### src/rtl/uart_tx_ctrl_if.sv
// Handshake and strobe bundle between the UART transmit controller and the
// CPU write port / TBR+TSR datapath.
interface uart_tx_ctrl_if;
    logic wr_en;
    logic wr_ready;
    logic tbr_valid_i;
    logic tbr_en;
    logic load;
    logic shift;
    logic set;
    logic clear_valid;

    modport master (
        input  wr_en,
        input  tbr_valid_i,
        output wr_ready,
        output tbr_en,
        output load,
        output shift,
        output set,
        output clear_valid
    );

    modport slave (
        output wr_en,
        output tbr_valid_i,
        input  wr_ready,
        input  tbr_en,
        input  load,
        input  shift,
        input  set,
        input  clear_valid
    );
endinterface

### src/rtl/uart_tx_ctrl.sv
// UART transmit sequencer: baud timing plus TBR/TSR strobes producing
// start + 8 data (LSB first) + stop frames.
module uart_tx_ctrl #(
    parameter int DIV_W = 16
) (
    input  logic             clk,
    input  logic             reset,
    input  logic             tx_en,
    input  logic [DIV_W-1:0] div,
    uart_tx_ctrl_if.master   bus,
    output logic             tx_busy,
    output logic             tx_done
);

    typedef enum logic [1:0] {
        ST_IDLE = 2'd0,
        ST_LOAD = 2'd1,
        ST_SEND = 2'd2
    } state_t;

    state_t           state_r, state_s;
    logic [DIV_W-1:0] baud_cnt_r, baud_cnt_s;
    logic [DIV_W-1:0] div_q_r, div_q_s;
    logic [3:0]       bit_cnt_r, bit_cnt_s;
    logic             terminal_s;
    logic             wr_ready_s, tbr_en_s, load_s, shift_s, set_s, clear_s;
    logic             busy_s, done_s;

    // Divisors below 2 would leave no room for a counted bit period.
    function automatic logic [DIV_W-1:0] clamp_div(input logic [DIV_W-1:0] d);
        if (d < DIV_W'(2)) begin
            return DIV_W'(2);
        end else begin
            return d;
        end
    endfunction

    // State and counter registers.
    always_ff @(posedge clk or posedge reset) begin
        if (reset) begin
            state_r    <= ST_IDLE;
            baud_cnt_r <= {DIV_W{1'b0}};
            bit_cnt_r  <= 4'd0;
            div_q_r    <= DIV_W'(2);
        end else begin
            state_r    <= state_s;
            baud_cnt_r <= baud_cnt_s;
            bit_cnt_r  <= bit_cnt_s;
            div_q_r    <= div_q_s;
        end
    end

    // Next-state, counter updates and strobe decode.
    always_comb begin
        state_s    = state_r;
        baud_cnt_s = baud_cnt_r;
        bit_cnt_s  = bit_cnt_r;
        div_q_s    = div_q_r;
        load_s     = 1'b0;
        shift_s    = 1'b0;
        set_s      = 1'b1;
        clear_s    = 1'b0;
        busy_s     = 1'b0;
        done_s     = 1'b0;
        terminal_s = (baud_cnt_r == (div_q_r - DIV_W'(1)));
        // TBR is still valid during LOAD, so the state term only guards the corner.
        wr_ready_s = !bus.tbr_valid_i && (state_r != ST_LOAD);
        tbr_en_s   = bus.wr_en && wr_ready_s;

        case (state_r)
            ST_IDLE: begin
                if (tx_en && bus.tbr_valid_i) begin
                    state_s = ST_LOAD;
                end else begin
                    state_s = ST_IDLE;
                end
            end
            ST_LOAD: begin
                load_s     = 1'b1;
                clear_s    = 1'b1;
                busy_s     = 1'b1;
                div_q_s    = clamp_div(div);
                baud_cnt_s = {DIV_W{1'b0}};
                bit_cnt_s  = 4'd0;
                state_s    = ST_SEND;
            end
            ST_SEND: begin
                set_s  = 1'b0;
                busy_s = 1'b1;
                if (terminal_s) begin
                    baud_cnt_s = {DIV_W{1'b0}};
                    if (bit_cnt_r == 4'd9) begin
                        done_s = 1'b1;
                        if (tx_en && bus.tbr_valid_i) begin
                            state_s = ST_LOAD;
                        end else begin
                            state_s = ST_IDLE;
                        end
                    end else begin
                        shift_s   = 1'b1;
                        bit_cnt_s = bit_cnt_r + 4'd1;
                    end
                end else begin
                    baud_cnt_s = baud_cnt_r + DIV_W'(1);
                end
            end
            default: begin
                state_s = ST_IDLE;
            end
        endcase
    end

    assign bus.wr_ready    = wr_ready_s;
    assign bus.tbr_en      = tbr_en_s;
    assign bus.load        = load_s;
    assign bus.shift       = shift_s;
    assign bus.set         = set_s;
    assign bus.clear_valid = clear_s;
    assign tx_busy         = busy_s;
    assign tx_done         = done_s;

endmodule

### src/flat_wrapper.sv
// flat-port wrapper written by rule: the top's interface ports become plain ports
module uart_tx_ctrl_flat 
#(
    parameter int DIV_W = 16
)
  (clk, reset, tx_en, div, tx_busy, tx_done, bus_wr_en, bus_tbr_valid_i, bus_wr_ready, bus_tbr_en, bus_load, bus_shift, bus_set, bus_clear_valid);
  uart_tx_ctrl_if bus_i ();
  input  logic clk;
  input  logic reset;
  input  logic tx_en;
  input  logic [DIV_W-1:0] div;
  output logic tx_busy;
  output logic tx_done;
  input wire logic [$bits(bus_i.wr_en)-1:0] bus_wr_en;
  input wire logic [$bits(bus_i.tbr_valid_i)-1:0] bus_tbr_valid_i;
  output wire logic [$bits(bus_i.wr_ready)-1:0] bus_wr_ready;
  output wire logic [$bits(bus_i.tbr_en)-1:0] bus_tbr_en;
  output wire logic [$bits(bus_i.load)-1:0] bus_load;
  output wire logic [$bits(bus_i.shift)-1:0] bus_shift;
  output wire logic [$bits(bus_i.set)-1:0] bus_set;
  output wire logic [$bits(bus_i.clear_valid)-1:0] bus_clear_valid;
  assign bus_i.wr_en = bus_wr_en;
  assign bus_i.tbr_valid_i = bus_tbr_valid_i;
  assign bus_wr_ready = bus_i.wr_ready;
  assign bus_tbr_en = bus_i.tbr_en;
  assign bus_load = bus_i.load;
  assign bus_shift = bus_i.shift;
  assign bus_set = bus_i.set;
  assign bus_clear_valid = bus_i.clear_valid;
  uart_tx_ctrl #(.DIV_W(DIV_W)) u_core (.clk(clk), .reset(reset), .tx_en(tx_en), .div(div), .bus(bus_i), .tx_busy(tx_busy), .tx_done(tx_done));
endmodule
### config.mk
export PLATFORM = sky130hd
export DESIGN_NAME = uart_tx_ctrl_flat
export DESIGN_NICKNAME = d
export VERILOG_FILES = /design/src/rtl/uart_tx_ctrl_if.sv /design/src/rtl/uart_tx_ctrl.sv /design/src/flat_wrapper.sv
export SDC_FILE = /design/constraint.sdc
export NUM_CORES = 1
export LEC_CHECK = 0
export ABC_AREA = 1
export CORE_MARGIN = 2
export CORE_UTILIZATION = 62
export DETAILED_ROUTE_END_ITERATION = 12
export PLACE_DENSITY = 0.92
export SYNTH_ARGS = -nofsm -noshare
export SYNTH_HDL_FRONTEND = slang
export SYNTH_SLANG_ARGS = --single-unit
### constraint.sdc
create_clock -name clk -period 4.95 [get_ports clk]
set_input_delay 0.495 -clock clk [delete_from_list [all_inputs] [get_ports clk]]
set_output_delay 0.495 -clock clk [all_outputs]
set_load 0.03 [all_outputs]
Word-level counts from Yosys, hierarchy flattened
Cells that the tools add are included.
Word-level totals
  flip-flop bits (word level): 38
  input bits: 21
Cells by class
  add/subtract/negate cells: 3
  $lt $le $gt $ge: 1
  equality and inequality tests: 8
  multiplexer cells: 19
  reductions and logical operators: 9
Operators with widths (number)
  $mux W16: 2
  $pmux W16 S2: 1
  $add A16 B1 Y16 const B: 1
  $eq A16 B16 Y1: 1
  $lt A16 B2 Y1 const B: 1
  $sub A16 B1 Y16 const B: 1
  $mux W1: 10
  $mux W4: 2
  $pmux W4 S2: 1
  $ne A2 B1 Y1 const B: 3
  $pmux W2 S3: 1
  $add A4 B1 Y4 const B: 1
  $eq A4 B4 Y1 const B: 1
  $mux W2: 2
  $logic_and A1 B1 Y1: 3
  $reduce_and A3 Y1: 1
  $eq A2 B1 Y1 const B: 1
  $eq A2 B2 Y1 const B: 1
  $logic_not A2 Y1: 1
  $ne A2 B2 Y1 const B: 1
  $reduce_and A2 Y1: 1
  $reduce_bool A2 Y1: 1
  $reduce_or A2 Y1: 1
  $logic_not A1 Y1: 1

Depth between registers and ports, before layout
Gate-level depths: netlist of run 1.
  depth after elaboration: 5
  depth in mapped cells: 14
  depth with buffers taken out: 14

Least setup slack after synthesis of run 1
No wires, ideal clock.
  kind: register to output
  start: register u_core.div_q_r[1]
  end: output tx_done
  arrival time: 2.038 ns
  required time: 4.455 ns
  setup slack: 2.417 ns
  stages on the path, launching flop included: 11
  path buffers: 0
  cells stage by stage: dfstp_2 -> inv_1 -> ha_1 -> xnor2_1 -> a21oi_1 -> nand2_1 -> nor2_1 -> nand3_1 -> nor2_4 -> nand3_1 -> nor2_1
Between the ends
  word-level cells in the longest chain between the ends: 4
RTL lines
  start: declaration: line uart_tx_ctrl.sv:23  | logic [DIV_W-1:0] div_q_r, div_q_s;
  start signal: assignment: line uart_tx_ctrl.sv:49  | div_q_r <= div_q_s;
  $sub A16 B1 Y16: line uart_tx_ctrl.sv:65  | terminal_s = (baud_cnt_r == (div_q_r - DIV_W'(1)));
  $eq A16 B16 Y1: line uart_tx_ctrl.sv:65
  $mux W1: line uart_tx_ctrl.sv:90  | if (terminal_s) begin
  $mux W1: line uart_tx_ctrl.sv:70  | case (state_r)
  end: declaration: line flat_wrapper.sv:13  | output logic tx_done;
No other way between the ends.

Worst setup path after layout of run 1
Ends and elaborated chain as after synthesis.

==> results.sh, run 1 <==
export IMPL_power_density_mw_per_mm2=244
export IMPL_timing_final_crit_share=0.693
export IMPL_n_antenna_cell=0
export IMPL_status="finished, final reports clean"
export IMPL_setup_tns_ps=0
export IMPL_cts_resized=0
export IMPL_initial_core_util=0.645
export IMPL_start_kind="flip-flop"
export IMPL_vias_per_cell=5.58
export IMPL_crit_fanout=3
export IMPL_wirelength_um=6210
export IMPL_grt_pass1_wl_um=11100
export IMPL_drive_gt1_frac=0.116
export IMPL_fin_worst_skew_ps=3.14
export IMPL_area_growth_synth_to_final_pct=14.2
export IMPL_antenna_left=0
export IMPL_maxSlewHeadroom=0.299
export IMPL_path_delay_family="simple AND/OR/NAND/NOR gates"
export IMPL_critPathCaptureType="output port"
export IMPL_final_common_cell="nand2_1"
export IMPL_root_buffer="clkbuf_8"
export IMPL_cp_depth=11
export IMPL_rsz0062_at_grt="no"
export IMPL_syn_instance_count=387
export IMPL_fin_nets=441
export IMPL_avgSynthCellArea_um2=7.30
export IMPL_min_period_ps=3430
export IMPL_timing_fmax_mhz=292
export IMPL_coreArea_mm2=0.00438
export IMPL_cts_hold_buf=0
export IMPL_place_gp_congestion=0.915
export IMPL_crit_path_cell_trace="inv_1 > ha_1 > xnor2_1 > a21oi_1 > nand2_1 > nor2_1 > nand3_1 > nor2_4 > nand3_1 > nor2_1 > clkdlybuf4s50_1"
export IMPL_timing_hold_ws_ps=530
export IMPL_ys_types=34
export IMPL_met1_length_um=2670
export IMPL_tightest_slew_ps=1050
export IMPL_critical_path_startpoint="u_core.div_q_r[1]$_DFFE_PP1P_"
export IMPL_critPathMaxStageDelay_ps=670
export IMPL_io_pins=29
export IMPL_synth_area_mm2=0.00283
export IMPL_cp_endpoint="tx_done"
export IMPL_peakVddDrop_uv=157
export IMPL_cp_arrival_ps=2930
export IMPL_cts_sinks=38
export IMPL_groute_usage_overall=0.270
export IMPL_wl_met2_um=3130
export IMPL_finalHoldViolations=0
export IMPL_drt_iter0_drc=166
export IMPL_die_w_um=71.5
export IMPL_ys_seq_elements=38
export IMPL_timing_max_cap_violations=0
export IMPL_p_leak_uw=0.00154
export IMPL_clkLatencyLatePin_ps=290
export IMPL_reg2reg_depth=11
export IMPL_min_delay_start="u_core.div_q_r[1]$_DFFE_PP1P_"
export IMPL_dpl_hpwl_um=4720
export IMPL_die_h_um=71.5
export IMPL_io_buffers=28
export IMPL_yosysWarnings=0
export IMPL_final_cell_mix="nand2_1 (112), inv_1 (44), dfrtp_1 (37)"
export IMPL_grt_pass1_vias=2541
export IMPL_die_area_mm2=0.00512
export IMPL_path_class="flip-flop to output port"
export IMPL_nFillCells=323
export IMPL_setup_viol=0
export IMPL_grt_antenna_before_repair=0
export IMPL_post_cts_buffers=0
export IMPL_grt_max_degree=39
export IMPL_topRoutingLayerUsed="met4"
export IMPL_rrSetupSlack_ps=2670
export IMPL_r2r_end="u_core.baud_cnt_r[12]$_DFFE_PP0P_"
export IMPL_hold_path_class="flip-flop to flip-flop"
export IMPL_met3_length_um=280
export IMPL_yosysSeqAreaShare=0.337
export IMPL_htreeDepth=2
export IMPL_cts_made_buffers=5
export IMPL_worstReg2RegStart="u_core.div_q_r[1]$_DFFE_PP1P_"
export IMPL_cts_tree="done"
export IMPL_postSynthNetCount=416
export IMPL_cts_buffer_depth=2
export IMPL_critPathSlowestCell="clkdlybuf4s50_1"
export IMPL_row_count=24
export IMPL_slew_violations=0
export IMPL_cp_num_buf_inv=2
export IMPL_first_pass_iters=4
export IMPL_worstPathRequired_ps=4450
export IMPL_grt_overflow=0
export IMPL_vias=2596
export IMPL_route_detailed_drc=0
export IMPL_clk_pin_slew_ps=70
export IMPL_wl_per_cell_um=13.3
sequential cells by signal, summed over array words and instances, names as in the netlist:
name and count:
u_core.bit_cnt_r 4, u_core.div_q_r 16, u_core.state_r 2, u_core.baud_cnt_r 16
metal layers:
metal  GRT usage  up-vias
li1            -     1269
met2       0.468       73
met4      0.0839        0
met1       0.345     1238
met5           0        -
met3      0.0450       16
where the power goes:
part | switching, µW | total (µW) | internal [µW] | leakage, µW
Sequential | 41.5 | 374 | 332 | 0.000479
Clock | 109 | 249 | 141 | 0.0000575
Combinational | 88.3 | 162 | 74.0 | 0.00101
Yosys cell counts, drive strengths merged:
cell type,number,area [µm²]
xor2,20,175
nor2,41,215
clkbuf,8,30.0
buf,3,32.5
nand2,118,468
inv,46,173
mux2,4,45.0
a21oi,1,5.00
dfstp,1,26.3
dfrtp,37,926
nand4,7,43.8
xnor2,11,96.3
or2,1,6.26
nor3,6,40.0
o21ai,27,173
a31oi,1,6.26
nand3b,6,45.0
ha,8,100
nor3b,1,7.51
and2,1,6.26
nand3,34,175
nor4,5,31.3
how the worst min path moves through the flow:
stage                                           to  cells after the start
finish               u_core.div_q_r[1]$_DFFE_PP1P_                      2
global route         u_core.div_q_r[1]$_DFFE_PP1P_                      2
CTS                  u_core.div_q_r[1]$_DFFE_PP1P_                      2
detailed placement   u_core.div_q_r[1]$_DFFE_PP1P_                      2
global placement    u_core.div_q_r[15]$_DFFE_PP0P_                      1
floorplan            u_core.div_q_r[1]$_DFFE_PP1P_                      2
layout make-up:
cell class	count	area [µm²]	share of cell area
clock buffer	8	110	0.0341
inverter	46	173	0.0535
sequential	38	952	0.295
tap	52	65.1	0.0202
multi-input combinational	292	1640	0.508
timing repair buffer	29	288	0.0892
worst reg2reg max path: cells and delay by family (launching register included):
family / cells / cell delay [ps]
buf+inv: 1 / 50
simple gates: 6 / 840
fa+ha+maj: 1 / 280
compound gates: 2 / 290
flops: 1 / 570
xor+xnor: 1 / 140
per-stage QoR:
stage	util	setup WS, ps	power (µW)	instance area, µm²	std cells
floorplan	-	2420	494	2830	387
global placement	0.711	1940	531	3120	457
detailed placement	0.711	1870	539	3120	457
CTS	0.736	1550	788	3230	465
global route	0.736	1380	826	3230	465
finish	0.736	1520	786	3230	465
cells by family after synthesis:
logic type / synth area share
AOI/OAI and AO/OA: 0.0651
xor gates and xnor gates: 0.0961
adders and majority gates: 0.0354
buffers and inverters: 0.0832
DFF: 0.337
muxes: 0.0159
and+or+nand+nor: 0.367
(Power assumes the default switching activity.)
==> run 2, diff against run 1 <==
--- a/config.mk
+++ b/config.mk
@@ -7,9 +7,9 @@
 export LEC_CHECK = 0
 export ABC_AREA = 1
 export CORE_MARGIN = 2
-export CORE_UTILIZATION = 62
+export CORE_UTILIZATION = 57
 export DETAILED_ROUTE_END_ITERATION = 12
-export PLACE_DENSITY = 0.92
+export PLACE_DENSITY = 0.86
 export SYNTH_ARGS = -nofsm -noshare
 export SYNTH_HDL_FRONTEND = slang
 export SYNTH_SLANG_ARGS = --single-unit
==> constraint.sdc (replaced) <==
create_clock -name clk -period 3.5 [get_ports clk]
set_input_delay 0.35 -clock clk [delete_from_list [all_inputs] [get_ports clk]]
set_output_delay 0.35 -clock clk [all_outputs]
set_load 0.03 [all_outputs]
==> run 2 against run 1 <==
Critical path type unchanged; critical endpoint unchanged; cell area decreased by 0.23%; routed wire length rose by 1.1%; first-iteration DRC count is 20% lower; power grew 33%; clock skew grew 4.2 ps; count of clock-buffer cells in the layout fell by 1; largest cell class unchanged; setup slack lost 1200 ps; clock power increased by 15%; non-clock buffer count rose by 1; die area grew 8.3%.
==> results.sh, run 2 (synthesized netlist as in run 1, its figures left out) <==
export IMPL_vias_per_cell=5.26
export IMPL_cts_made_buffers=5
export IMPL_root_buffer="clkbuf_8"
export IMPL_timing_hold_ws_ps=477
export IMPL_start_kind="flip-flop"
export IMPL_htreeDepth=2
export IMPL_p_int_uw=712
export IMPL_fin_nets=442
export IMPL_groute_usage_overall=0.259
export IMPL_grt_antenna_before_repair=0
export IMPL_crit_fanout=3
export IMPL_worstPathRequired_ps=3150
export IMPL_switching_share=0.317
export IMPL_setup_tns_ps=0
export IMPL_p_leak_uw=0.00153
export IMPL_cts_hold_buf=0
export IMPL_vias=2523
export IMPL_wirelength_um=6270
export IMPL_grt_pass1_vias=2491
export IMPL_initial_core_util=0.594
export IMPL_die_w_um=74.4
export IMPL_final_common_cell="nand2_1"
export IMPL_antenna_left=0
export IMPL_io_buffers=28
export IMPL_min_period_ps=3220
export IMPL_rsz0062_at_grt="no"
export IMPL_slew_violations=0
export IMPL_wl_per_cell_um=13.1
export IMPL_coreArea_mm2=0.00475
export IMPL_fin_worst_skew_ps=7.33
export IMPL_critPathCaptureType="output port"
export IMPL_worstReg2RegStart="u_core.div_q_r[1]$_DFFE_PP1P_"
export IMPL_grt_overflow=0
export IMPL_pwr_share_seq=0.507
export IMPL_power_density_mw_per_mm2=324
export IMPL_drt_iter0_drc=133
export IMPL_r2r_end="u_core.baud_cnt_r[13]$_DFFE_PP0P_"
export IMPL_cts_tree="done"
export IMPL_tightest_slew_ps=498
export IMPL_grt_pass1_wl_um=11000
export IMPL_rrSetupSlack_ps=1300
export IMPL_peakVddDrop_uv=228
export IMPL_n_antenna_cell=0
export IMPL_power_frac_clock=0.274
export IMPL_setup_viol=0
export IMPL_finalHoldViolations=0
export IMPL_reg_top3="u_core.baud_cnt_r x16, u_core.div_q_r x16, u_core.bit_cnt_r x4"
export IMPL_timing_fmax_mhz=311
export IMPL_status="finished, final reports clean"
export IMPL_timing_max_cap_violations=0
export IMPL_grt_max_degree=39
export IMPL_dpl_hpwl_um=4740
export IMPL_maxSlewHeadroom=0.668
export IMPL_final_cell_mix="nand2_1 (112), inv_1 (44), dfrtp_1 (37)"
export IMPL_p_comb_frac=0.219
export IMPL_post_cts_buffers=0
export IMPL_place_gp_congestion=0.890
export IMPL_clkLatencyLatePin_ps=290
export IMPL_path_class="flip-flop to output port"
export IMPL_row_count=25
export IMPL_cp_arrival_ps=2870
export IMPL_die_area_mm2=0.00554
export IMPL_area_growth_synth_to_final_pct=13.9
export IMPL_cts_sinks=38
export IMPL_io_pins=29
export IMPL_die_h_um=74.4
export IMPL_switching_power_uw=331
export IMPL_hold_path_class="input port to asynchronous set/reset pin"
export IMPL_reg2reg_depth=11
export IMPL_clk_pin_slew_ps=70
export IMPL_drive_gt1_frac=0.111
export IMPL_first_pass_iters=4
export IMPL_timing_final_crit_share=0.920
export IMPL_cts_buffer_depth=2
export IMPL_cts_resized=0
export IMPL_route_detailed_drc=0
-- run 2: worst max path at each step --
stage / from / endpoint / slack, ps / cells after the start
after floorplan: u_core.div_q_r[1]$_DFFE_PP1P_ / tx_done / 1110 / 10
after global placement: u_core.div_q_r[1]$_DFFE_PP1P_ / tx_done / 640 / 11
after detailed placement: u_core.div_q_r[1]$_DFFE_PP1P_ / tx_done / 600 / 11
after CTS: u_core.div_q_r[1]$_DFFE_PP1P_ / tx_done / 270 / 11
after global routing: u_core.div_q_r[0]$_DFFE_PP0P_ / tx_done / 80 / 13
final: u_core.div_q_r[1]$_DFFE_PP1P_ / tx_done / 280 / 11
-- run 2: worst max-delay path: stages, from the launching register on --
cell             delay (ps)
dfstp_2                 570
inv_1                    50
ha_1                    280
xnor2_1                 130
a21oi_1                 150
nand2_1                  80
nor2_1                  120
nand3_1                 130
nor2_4                  170
nand3_1                 130
nor2_1                  110
clkdlybuf4s50_1         670
-- run 2: final cells by class --
type | count | area [µm²]
clock buffer | 7 | 76.3
fill | 406 | 1540
inverter | 46 | 173
multi-input combinational | 292 | 1640
sequential | 38 | 952
tap | 67 | 83.8
timing repair buffer | 30 | 295
-- run 2: per-stage QoR --
step	worst slack (ps)	power [µW]	area [µm²]	cells	utilization
CTS	271	1050	3220	480	0.677
finish	281	1040	3220	480	0.677
global route	81.9	1110	3220	480	0.677
detailed placement	605	762	3140	473	0.661
global placement	636	752	3140	473	0.661
floorplan	1110	698	2830	387	-
-- run 2: per-layer routing --
layer	track usage	part of all wire	wire length, µm
met1	0.314	0.44	2780
met5	0	0	0
met3	0.0420	0.035	221
met2	0.457	0.50	3120
met4	0.105	0.024	152
-- run 2: power by group through the flow --
stage	logic, µW	registers (µW)	clock network, µW
after floorplan	199	499	0
after CTS	228	528	293
after detailed placement	226	537	0
final	228	529	286
after global placement	217	535	0
after global routing	261	534	314
